### config.mk
export PLATFORM = sky130hd
export DESIGN_NAME = seg7_count_monitor
export DESIGN_NICKNAME = d
export VERILOG_FILES = /design/src/rtl/seg7_count_monitor.sv
export SDC_FILE = /design/constraint.sdc
export NUM_CORES = 1
export LEC_CHECK = 0
export ABC_AREA = 1
export CELL_PAD_IN_SITES_DETAIL_PLACEMENT = 1
export CELL_PAD_IN_SITES_GLOBAL_PLACEMENT = 1
export CORE_ASPECT_RATIO = 0.8
export CORE_MARGIN = 1
export CORE_UTILIZATION = 42
export CTS_BUF_LIST = sky130_fd_sc_hd__clkbuf_4 sky130_fd_sc_hd__clkbuf_8
export DETAILED_ROUTE_END_ITERATION = 6
export PLACE_DENSITY_LB_ADDON = 0.1
export SLEW_MARGIN = 20
export SYNTH_ARGS = -nofsm -noshare
export SYNTH_HDL_FRONTEND = slang
export SYNTH_SLANG_ARGS = --single-unit
export TNS_END_PERCENT = 1
### constraint.sdc
create_clock -name clk -period 3.55 [get_ports clk]
set_input_delay 1.065 -clock clk [delete_from_list [all_inputs] [get_ports clk]]
set_output_delay 1.065 -clock clk [all_outputs]
set_load 0.05 [all_outputs]
### src/rtl/seg7_count_monitor.sv
// Receive-side monitor for a two-digit active-low 7-segment count display:
// debounces the segment pair, decodes it to 0..99 and classifies each accepted change.
module seg7_count_monitor #(
  parameter int STABLE_CYCLES = 4,
  parameter int MAX_VAL       = 31,
  parameter int ERR_W         = 8
) (
  input  logic             clk,
  input  logic             rst,
  input  logic [6:0]       disp1_in,
  input  logic [6:0]       disp0_in,
  output logic [6:0]       value,
  output logic             value_valid,
  output logic             update,
  output logic             step_up,
  output logic             step_down,
  output logic             wrap_up,
  output logic             reload,
  output logic             jump,
  output logic             blank,
  output logic             glyph_err,
  output logic [ERR_W-1:0] err_count
);

  localparam int             CNT_W   = $clog2(STABLE_CYCLES);
  localparam logic [CNT_W-1:0] CNT_MAX = CNT_W'(STABLE_CYCLES - 1);
  localparam logic [6:0]     DASH    = 7'b0111111;

  typedef enum logic [1:0] {S_EMPTY, S_ARMED, S_VALID} state_t;

  state_t           state_q, state_d;
  logic [13:0]      cand_q, cand_d;
  logic [13:0]      acc_q, acc_d;
  logic [CNT_W-1:0] stab_q, stab_d;
  logic [6:0]       value_q, value_d;
  logic [ERR_W-1:0] err_q, err_d;
  logic update_q, update_d, up_q, up_d, dn_q, dn_d, wrap_q, wrap_d;
  logic reload_q, reload_d, jump_q, jump_d, blank_q, blank_d, gerr_q, gerr_d;

  logic [13:0] pair;
  logic        accept;
  logic [4:0]  dec1, dec0;
  logic [6:0]  newv;

  // {legal, digit}; dash and all unknown patterns report illegal
  function automatic logic [4:0] decode(input logic [6:0] seg);
    case (seg)
      7'b1000000: decode = {1'b1, 4'd0};
      7'b1111001: decode = {1'b1, 4'd1};
      7'b0100100: decode = {1'b1, 4'd2};
      7'b0110000: decode = {1'b1, 4'd3};
      7'b0011001: decode = {1'b1, 4'd4};
      7'b0010010: decode = {1'b1, 4'd5};
      7'b0000010: decode = {1'b1, 4'd6};
      7'b1111000: decode = {1'b1, 4'd7};
      7'b0000000: decode = {1'b1, 4'd8};
      7'b0011000: decode = {1'b1, 4'd9};
      default:    decode = 5'b0_0000;
    endcase
  endfunction

  assign pair = {disp1_in, disp0_in};
  assign dec1 = decode(cand_q[13:7]);
  assign dec0 = decode(cand_q[6:0]);
  assign newv = ({3'b000, dec1[3:0]} * 7'd10) + {3'b000, dec0[3:0]};

  always_comb begin
    state_d  = state_q;
    cand_d   = cand_q;
    acc_d    = acc_q;
    stab_d   = stab_q;
    value_d  = value_q;
    err_d    = err_q;
    update_d = 1'b0;
    up_d     = 1'b0;
    dn_d     = 1'b0;
    wrap_d   = 1'b0;
    reload_d = 1'b0;
    jump_d   = 1'b0;
    blank_d  = 1'b0;
    gerr_d   = 1'b0;
    accept   = 1'b0;

    if (pair != cand_q) begin
      cand_d = pair;
      stab_d = '0;
    end else if (stab_q < CNT_MAX) begin
      stab_d = stab_q + 1'b1;
    end else if (state_q == S_EMPTY || cand_q != acc_q) begin
      accept = 1'b1;
    end

    if (accept) begin
      acc_d    = cand_q;
      update_d = 1'b1;
      if (dec1[4] && dec0[4]) begin
        value_d = newv;
        state_d = S_VALID;
        // only a valid->valid change is a step; distinct patterns imply distinct values
        if (state_q == S_VALID) begin
          if (value_q == 7'(MAX_VAL) && newv == 7'd0)            wrap_d   = 1'b1;
          else if (value_q == 7'd0 && newv > 7'd1)               reload_d = 1'b1;
          else if (newv == value_q + 7'd1)                       up_d     = 1'b1;
          else if (value_q != 7'd0 && newv == value_q - 7'd1)    dn_d     = 1'b1;
          else                                                   jump_d   = 1'b1;
        end
      end else if (cand_q[13:7] == DASH && cand_q[6:0] == DASH) begin
        blank_d = 1'b1;
        state_d = S_ARMED;
      end else begin
        gerr_d  = 1'b1;
        if (!(&err_q)) err_d = err_q + 1'b1;
        state_d = S_ARMED;
      end
    end
  end

  always_ff @(posedge clk or negedge rst) begin
    if (!rst) begin
      state_q  <= S_EMPTY;
      cand_q   <= '0;
      acc_q    <= '0;
      stab_q   <= '0;
      value_q  <= '0;
      err_q    <= '0;
      update_q <= 1'b0;
      up_q     <= 1'b0;
      dn_q     <= 1'b0;
      wrap_q   <= 1'b0;
      reload_q <= 1'b0;
      jump_q   <= 1'b0;
      blank_q  <= 1'b0;
      gerr_q   <= 1'b0;
    end else begin
      state_q  <= state_d;
      cand_q   <= cand_d;
      acc_q    <= acc_d;
      stab_q   <= stab_d;
      value_q  <= value_d;
      err_q    <= err_d;
      update_q <= update_d;
      up_q     <= up_d;
      dn_q     <= dn_d;
      wrap_q   <= wrap_d;
      reload_q <= reload_d;
      jump_q   <= jump_d;
      blank_q  <= blank_d;
      gerr_q   <= gerr_d;
    end
  end

  assign value       = value_q;
  assign value_valid = (state_q == S_VALID);
  assign update      = update_q;
  assign step_up     = up_q;
  assign step_down   = dn_q;
  assign wrap_up     = wrap_q;
  assign reload      = reload_q;
  assign jump        = jump_q;
  assign blank       = blank_q;
  assign glyph_err   = gerr_q;
  assign err_count   = err_q;

endmodule

# Word level (Yosys, flattened, before mapping)
# Index checks and enable logic that the tools add are counted.
# word_totals
regBits,55
# op_classes
add_sub_neg,5
mul,1
order_cmp,2
n_eq_ne,26
muxes,44
bitwise,3
reduce_logical,16
# ops
cell,count
$pmux W5 S10,2
$eq A7 B5 Y1 const B,7
$eq A7 B6 Y1 const B,6
$eq A7 B7 Y1 const B,6
$mux W1,39
$logic_not A7 Y1,4
$ne A14 B14 Y1,2
$eq A7 B2 Y1 const B,2
$eq A7 B7 Y1,2
$add A8 B1 Y8 const B,1
$reduce_and A8 Y1,1
$add A7 B1 Y7 const B,1
$add A7 B4 Y7,1
$gt A7 B1 Y1 const B,1
$reduce_bool A7 Y1,1
$sub A7 B1 Y7 const B,1
$mul A4 B3 Y6 const B,1
$mux W2,3
$logic_and A1 B1 Y1,5
$reduce_and A4 Y1,1
$not A1 Y1,3
$add A2 B1 Y2 const B,1
$eq A2 B2 Y1 const B,1
$logic_not A2 Y1,1
4 further kinds,4

# Longest topological paths before layout
# depth
depth_word,13
mapped_depth,23
depth_no_buf,22

# Worst setup path before layout
# No wires, ideal clock.
# synth_timing
kind,register to register
start,register cand_q[9]
end,"register jump_q, in the netlist jump"
setup_time_ps,71
arrival_ps,2887
required_ps,3479
setup_slack_ps,592
path_stages_with_launch,22
path_buffers,1
period_less_slack_ps,2958
cell_sequence,dfrtp_1 buf_2 nor2_1 nand3_1 inv_1 a21oi_1 nand2_1 ha_1 ha_1 inv_1 fa_1 nor2_1 o21ai_0 nand2_1 inv_1 nand3_1 nand2_1 nand2_1 nor2_1 nor2_2 nand3_1 nor2_1
# synth_via
elab_chain_cells,13
word_cells_on_any_way,34
classes_between,add/sub: 1; mul: 1; order compare: 1; eq/ne: 13; mux: 11; reduce/logical: 7
# synth_rtl
element,line_no,source
start: declaration,32,"logic [13:0] cand_q, cand_d;"
start signal: assignment,136,cand_q <= cand_d;
branches (longest 12 deep; another with $add A7 B4 Y7),-,
$mux W1 (*),93,if (accept) begin
via jump_d,38,"logic reload_q, reload_d, jump_q, jump_d, blank_q, blank_d, gerr_q, gerr_d;"
end signal: assignment,146,jump_q <= jump_d;
end: declaration,38,
# Mark *: on every way through the listed nets, which the timed path passes.
# A chain may end at the register's enable or synchronous reset.

# Worst setup path in the final report
# layout_timing
start,register cand_q[12]
end,"register up_q, in the netlist step_up"
# layout_via
elab_chain_cells,11
word_cells_on_any_way,31
classes_between,add/sub: 1; mul: 1; order compare: 1; eq/ne: 12; mux: 10; reduce/logical: 6
# layout_rtl
element,line_no,source
"$eq A7 B5 Y1, or another cell as far along",47,case (seg)
$pmux W5 S10,47,
$mul A4 B3 Y6,65,"assign newv = ({3'b000, dec1[3:0]} * 7'd10) + {3'b000, dec0[3:0]};"
$add A7 B4 Y7,65,
$gt A7 B1 Y1 or $eq A7 B7 Y1 (tied branches),"102, 103",
$logic_and A1 B1 Y1 or $mux W1 (tied branches),"102, 103",
$mux W1,102,else if (value_q == 7'd0 && newv > 7'd1) reload_d = 1'b1;
$mux W1,101,if (value_q == 7'(MAX_VAL) && newv == 7'd0) wrap_d = 1'b1;
$mux W1,100,if (state_q == S_VALID) begin
$mux W1,96,if (dec1[4] && dec0[4]) begin
$mux W1 (*),93,
via up_d,37,"logic update_q, update_d, up_q, up_d, dn_q, dn_d, wrap_q, wrap_d;"
end signal: assignment,142,up_q <= up_d;
end: declaration,37,
# The timed path passes the listed nets; every way through them passes the cells marked *.

==> summary.txt <==
STA
--------------------------------------------------------------------------
Hold Vio Cnt, Final                                                      0
Worst Max-Slew Pin Slew                                           0.929 ns
Post-Route Hold Slack                                             0.525 ns
Smallest setup slack after layout                                 0.208 ns
# setup viols final                                                      0
Share of the clock period used by the worst path                     94.1%
Final Max Tran Viols                                                     0
Remaining max-slew budget at the tightest pin                        37.3%
Final setup skew                                                 0.0151 ns
Maximum frequency from static timing analysis                    0.299 GHz
Time the final worst path needs with I/O delays and setup          3.34 ns

WORST SETUP PATH
--------------------------------------------------------------------------
Type of origin of the critical path                              flip-flop
CP endpoint kind                                                 flip-flop
Maximum cell stage delay along the critical path                   0.48 ns
Critical Path Fanout Max                                                 6
Cell with the largest stage delay on the worst path                dfrtp_2
Worst Path Class, Setup                                       flip-flop to flip-flop
Worst Path Required                                                3.81 ns
Data arrival time of the worst path                                3.60 ns
Worst path cell trace                                         inv_2 -> nor2_1 -> nand2_1 -> nor2_1 -> nor2_1 -> nand2_2 -> ha_1 -> ha_1 -> inv_1 -> fa_2 -> nor2_2 -> o21ai_0 -> nand2_1 -> inv_1 -> nand3_1 -> nand2_1 -> nand2_2 -> nor2_1 -> nor2_2 -> nand2_1 -> nor2_2

CELLS AND AREA
--------------------------------------------------------------------------
Fraction of layout instances using a drive strength above 1          10.0%
Final Non-Filler Cells                                                 710
Area growth syn-to-layout                                            15.0%
Most common cell after layout, fill and taps aside                 nand2_1
Net count of the finished layout                                       625
Number of antenna cells inserted                                         0
Most used cells in the layout excluding fill and tap cells    165 x nand2_1, 81 x nor2_1, 57 x nand3_1

GLOBAL ROUTING
--------------------------------------------------------------------------
Vias in the first global route                                       3,624
All-layer global routing usage                                       24.1%
Antenna violations before repair                                         0
GR Overflow Total                                                        0
Largest net degree at the start of global routing                       26
Wire length of the first global-routing pass                     17,800 um

SYNTH
--------------------------------------------------------------------------
Most used DFF post-synth                                           dfrtp_1
Part of the Yosys area used for sequential elements                  35.7%
Number of synthesized flops with an enable pin                           0
Cell Area, Synth                                                  3850 um2
Number of warnings printed during yosys synthesis                        0
Synthesized area per cell                                         6.77 um2
Number of storage elements in the synthesis netlist                     55
Number of unique standard cell types used by synthesis                  37
Number of nets in the synthesized netlist                              597
Post-synth ARST share                                                 100%
Post-Syn Instances                                                     569

PLACEMENT
--------------------------------------------------------------------------
Number of I/O port buffers                                              39
GPL Wtd Cong                                                         0.871
HPWL after DPL                                                     8730 um
Number of instances in the placed design                               699
DP Worst Slack                                                    0.104 ns

WORST HOLD PATH
--------------------------------------------------------------------------
Class of the most critical hold timing path                   flip-flop to flip-flop

POWER
--------------------------------------------------------------------------
Power per unit of standard cell area                            262 nW/um2
Leak                                                            0.00219 uW
Max rail drop VDD                                                   168 uV

FLOORPLAN
--------------------------------------------------------------------------
Die height                                                         87.6 um
# rows                                                                  30
Initial core utilization                                             44.4%
Overall die area                                                  9560 um2
Die Wd                                                              109 um
CORE AREA                                                         8670 um2
Top Ports                                                               40

ROUTE
--------------------------------------------------------------------------
Vias per inst                                                         5.15
Number of routed nets with antenna violations                            0
Average wire per standard cell                                     15.2 um
Starting DRC count in detailed routing                                 194
Total via count in the routed design                                 3,654
Post-route DRC                                                           0
Drt total wl                                                     10,800 um
1st-pass router iterations                                               4

CTS
--------------------------------------------------------------------------
Worst-Skew Late Latency                                            0.32 ns
CTS Buf Count                                                            5
TritonCTS sink count                                                    55
Clk pin slew, worst setup/hold paths                               0.11 ns
Max Root-Sink Buffers                                                    2
Deepest level of the CTS H-tree                                          2
Root buffer cell                                                  clkbuf_8
Hold buffers post-CTS                                                    0
TritonCTS clock tree                                                   yes

STATUS
--------------------------------------------------------------------------
Run status                                                    finished clean

RUN
--------------------------------------------------------------------------
Max Cap Violations                                                       0

## timing repair
item,4_1_cts,5_1_grt
endpoints found under the setup margin,0,5
gates resized for setup,0,15
buffers inserted,0,3
## cell families after synthesis
group / count (synthesis) / synth area share (%)
and+or+nand+nor: 350 / 39.9
buffers and inverters: 96 / 10.0
DFF: 55 / 35.7
AOI/OAI and AO/OA: 30 / 4.10
xor gates and xnor gates: 25 / 5.69
adders and majority gates: 12 / 4.29
muxes: 1 / 0.260
## cells in the mapped netlist (all sizes together), types with 2 or more instances
master  count  area (um2)
o21ai      24         120
xnor2      12         105
buf        10        61.3
fa          2        40.0
nor4        2        25.0
xor2       13         114
nand3      58         295
dfrtp      55        1380
nor2       92         394
nand2     168         633
a21oi       3        15.0
ha         10         125
nor3        6        30.0
nand3b      5        37.5
or2         3        18.8
and2        2        12.5
clkbuf     14        52.6
inv        71         269
nand4      12        75.1
## critical path, delay by kind of cell (launching register included)
kind | cells | cell delay [ns]
adders and majority gates | 3 | 0.98
DFF | 1 | 0.48
and+or+nand+nor | 14 | 1.46
AOI/OAI and AO/OA | 1 | 0.09
buffers and inverters | 3 | 0.26
## area by class of cell
| type | instances | area [um2] |
|---|---|---|
| multi-input cells | 418 | 2110 |
| inverters | 72 | 273 |
| flip-flops and latches | 55 | 1390 |
| clock inverters | 1 | 5.00 |
| clock buffers | 7 | 83.8 |
| well taps | 112 | 140 |
| repair buffers | 45 | 430 |
| fillers | 1153 | 4240 |
## registers in the layout, summed over array words and instances, names as in the netlist, 2 cells and up
name       count
state_q        2
value          7
err_count      8
stab_q         2
acc_q         14
cand_q        14
## per-stage QoR
step,instance area (um2),util [%],setup TNS (ns),total power [uW]
after floorplan,3850,-,0,742
after global placement,4280,49.4,0,793
after detailed placement,4280,49.4,0,797
after CTS,4370,50.4,0,1160
after global routing,4430,51.1,-0.0513,1210
final,4430,51.1,0,1160
## routing by layer
metal / part of all wire (%) / global-route usage [%] / wire length, um
met5: 0 / 0 / 0
met4: 0.53 / 3.32 / 57
met3: 3.0 / 3.35 / 325
met2: 44 / 38.1 / 4750
met1: 53 / 35.6 / 5690
## where the power goes
| group | switching [uW] | total [uW] | internal, uW |
|---|---|---|---|
| sequential | 18.5 | 653 | 635 |
| clock | 214 | 369 | 155 |
| combinational | 86.6 | 137 | 50.7 |
## worst paths after layout
path	start	endpoint	slack [ns]	cells past startpoint
max in group asynchronous	rst	value[0]	2.28	2
setup / recovery	cand_q[12]	step_up	0.21	21
hold reg to reg	acc_q[2]	acc_q[2]	0.52	2
min in group asynchronous	rst	step_up	0.63	1
setup reg to reg	cand_q[12]	step_up	0.21	21
hold / removal	acc_q[2]	acc_q[2]	0.52	2
Power figures use the tool's default switching activity.
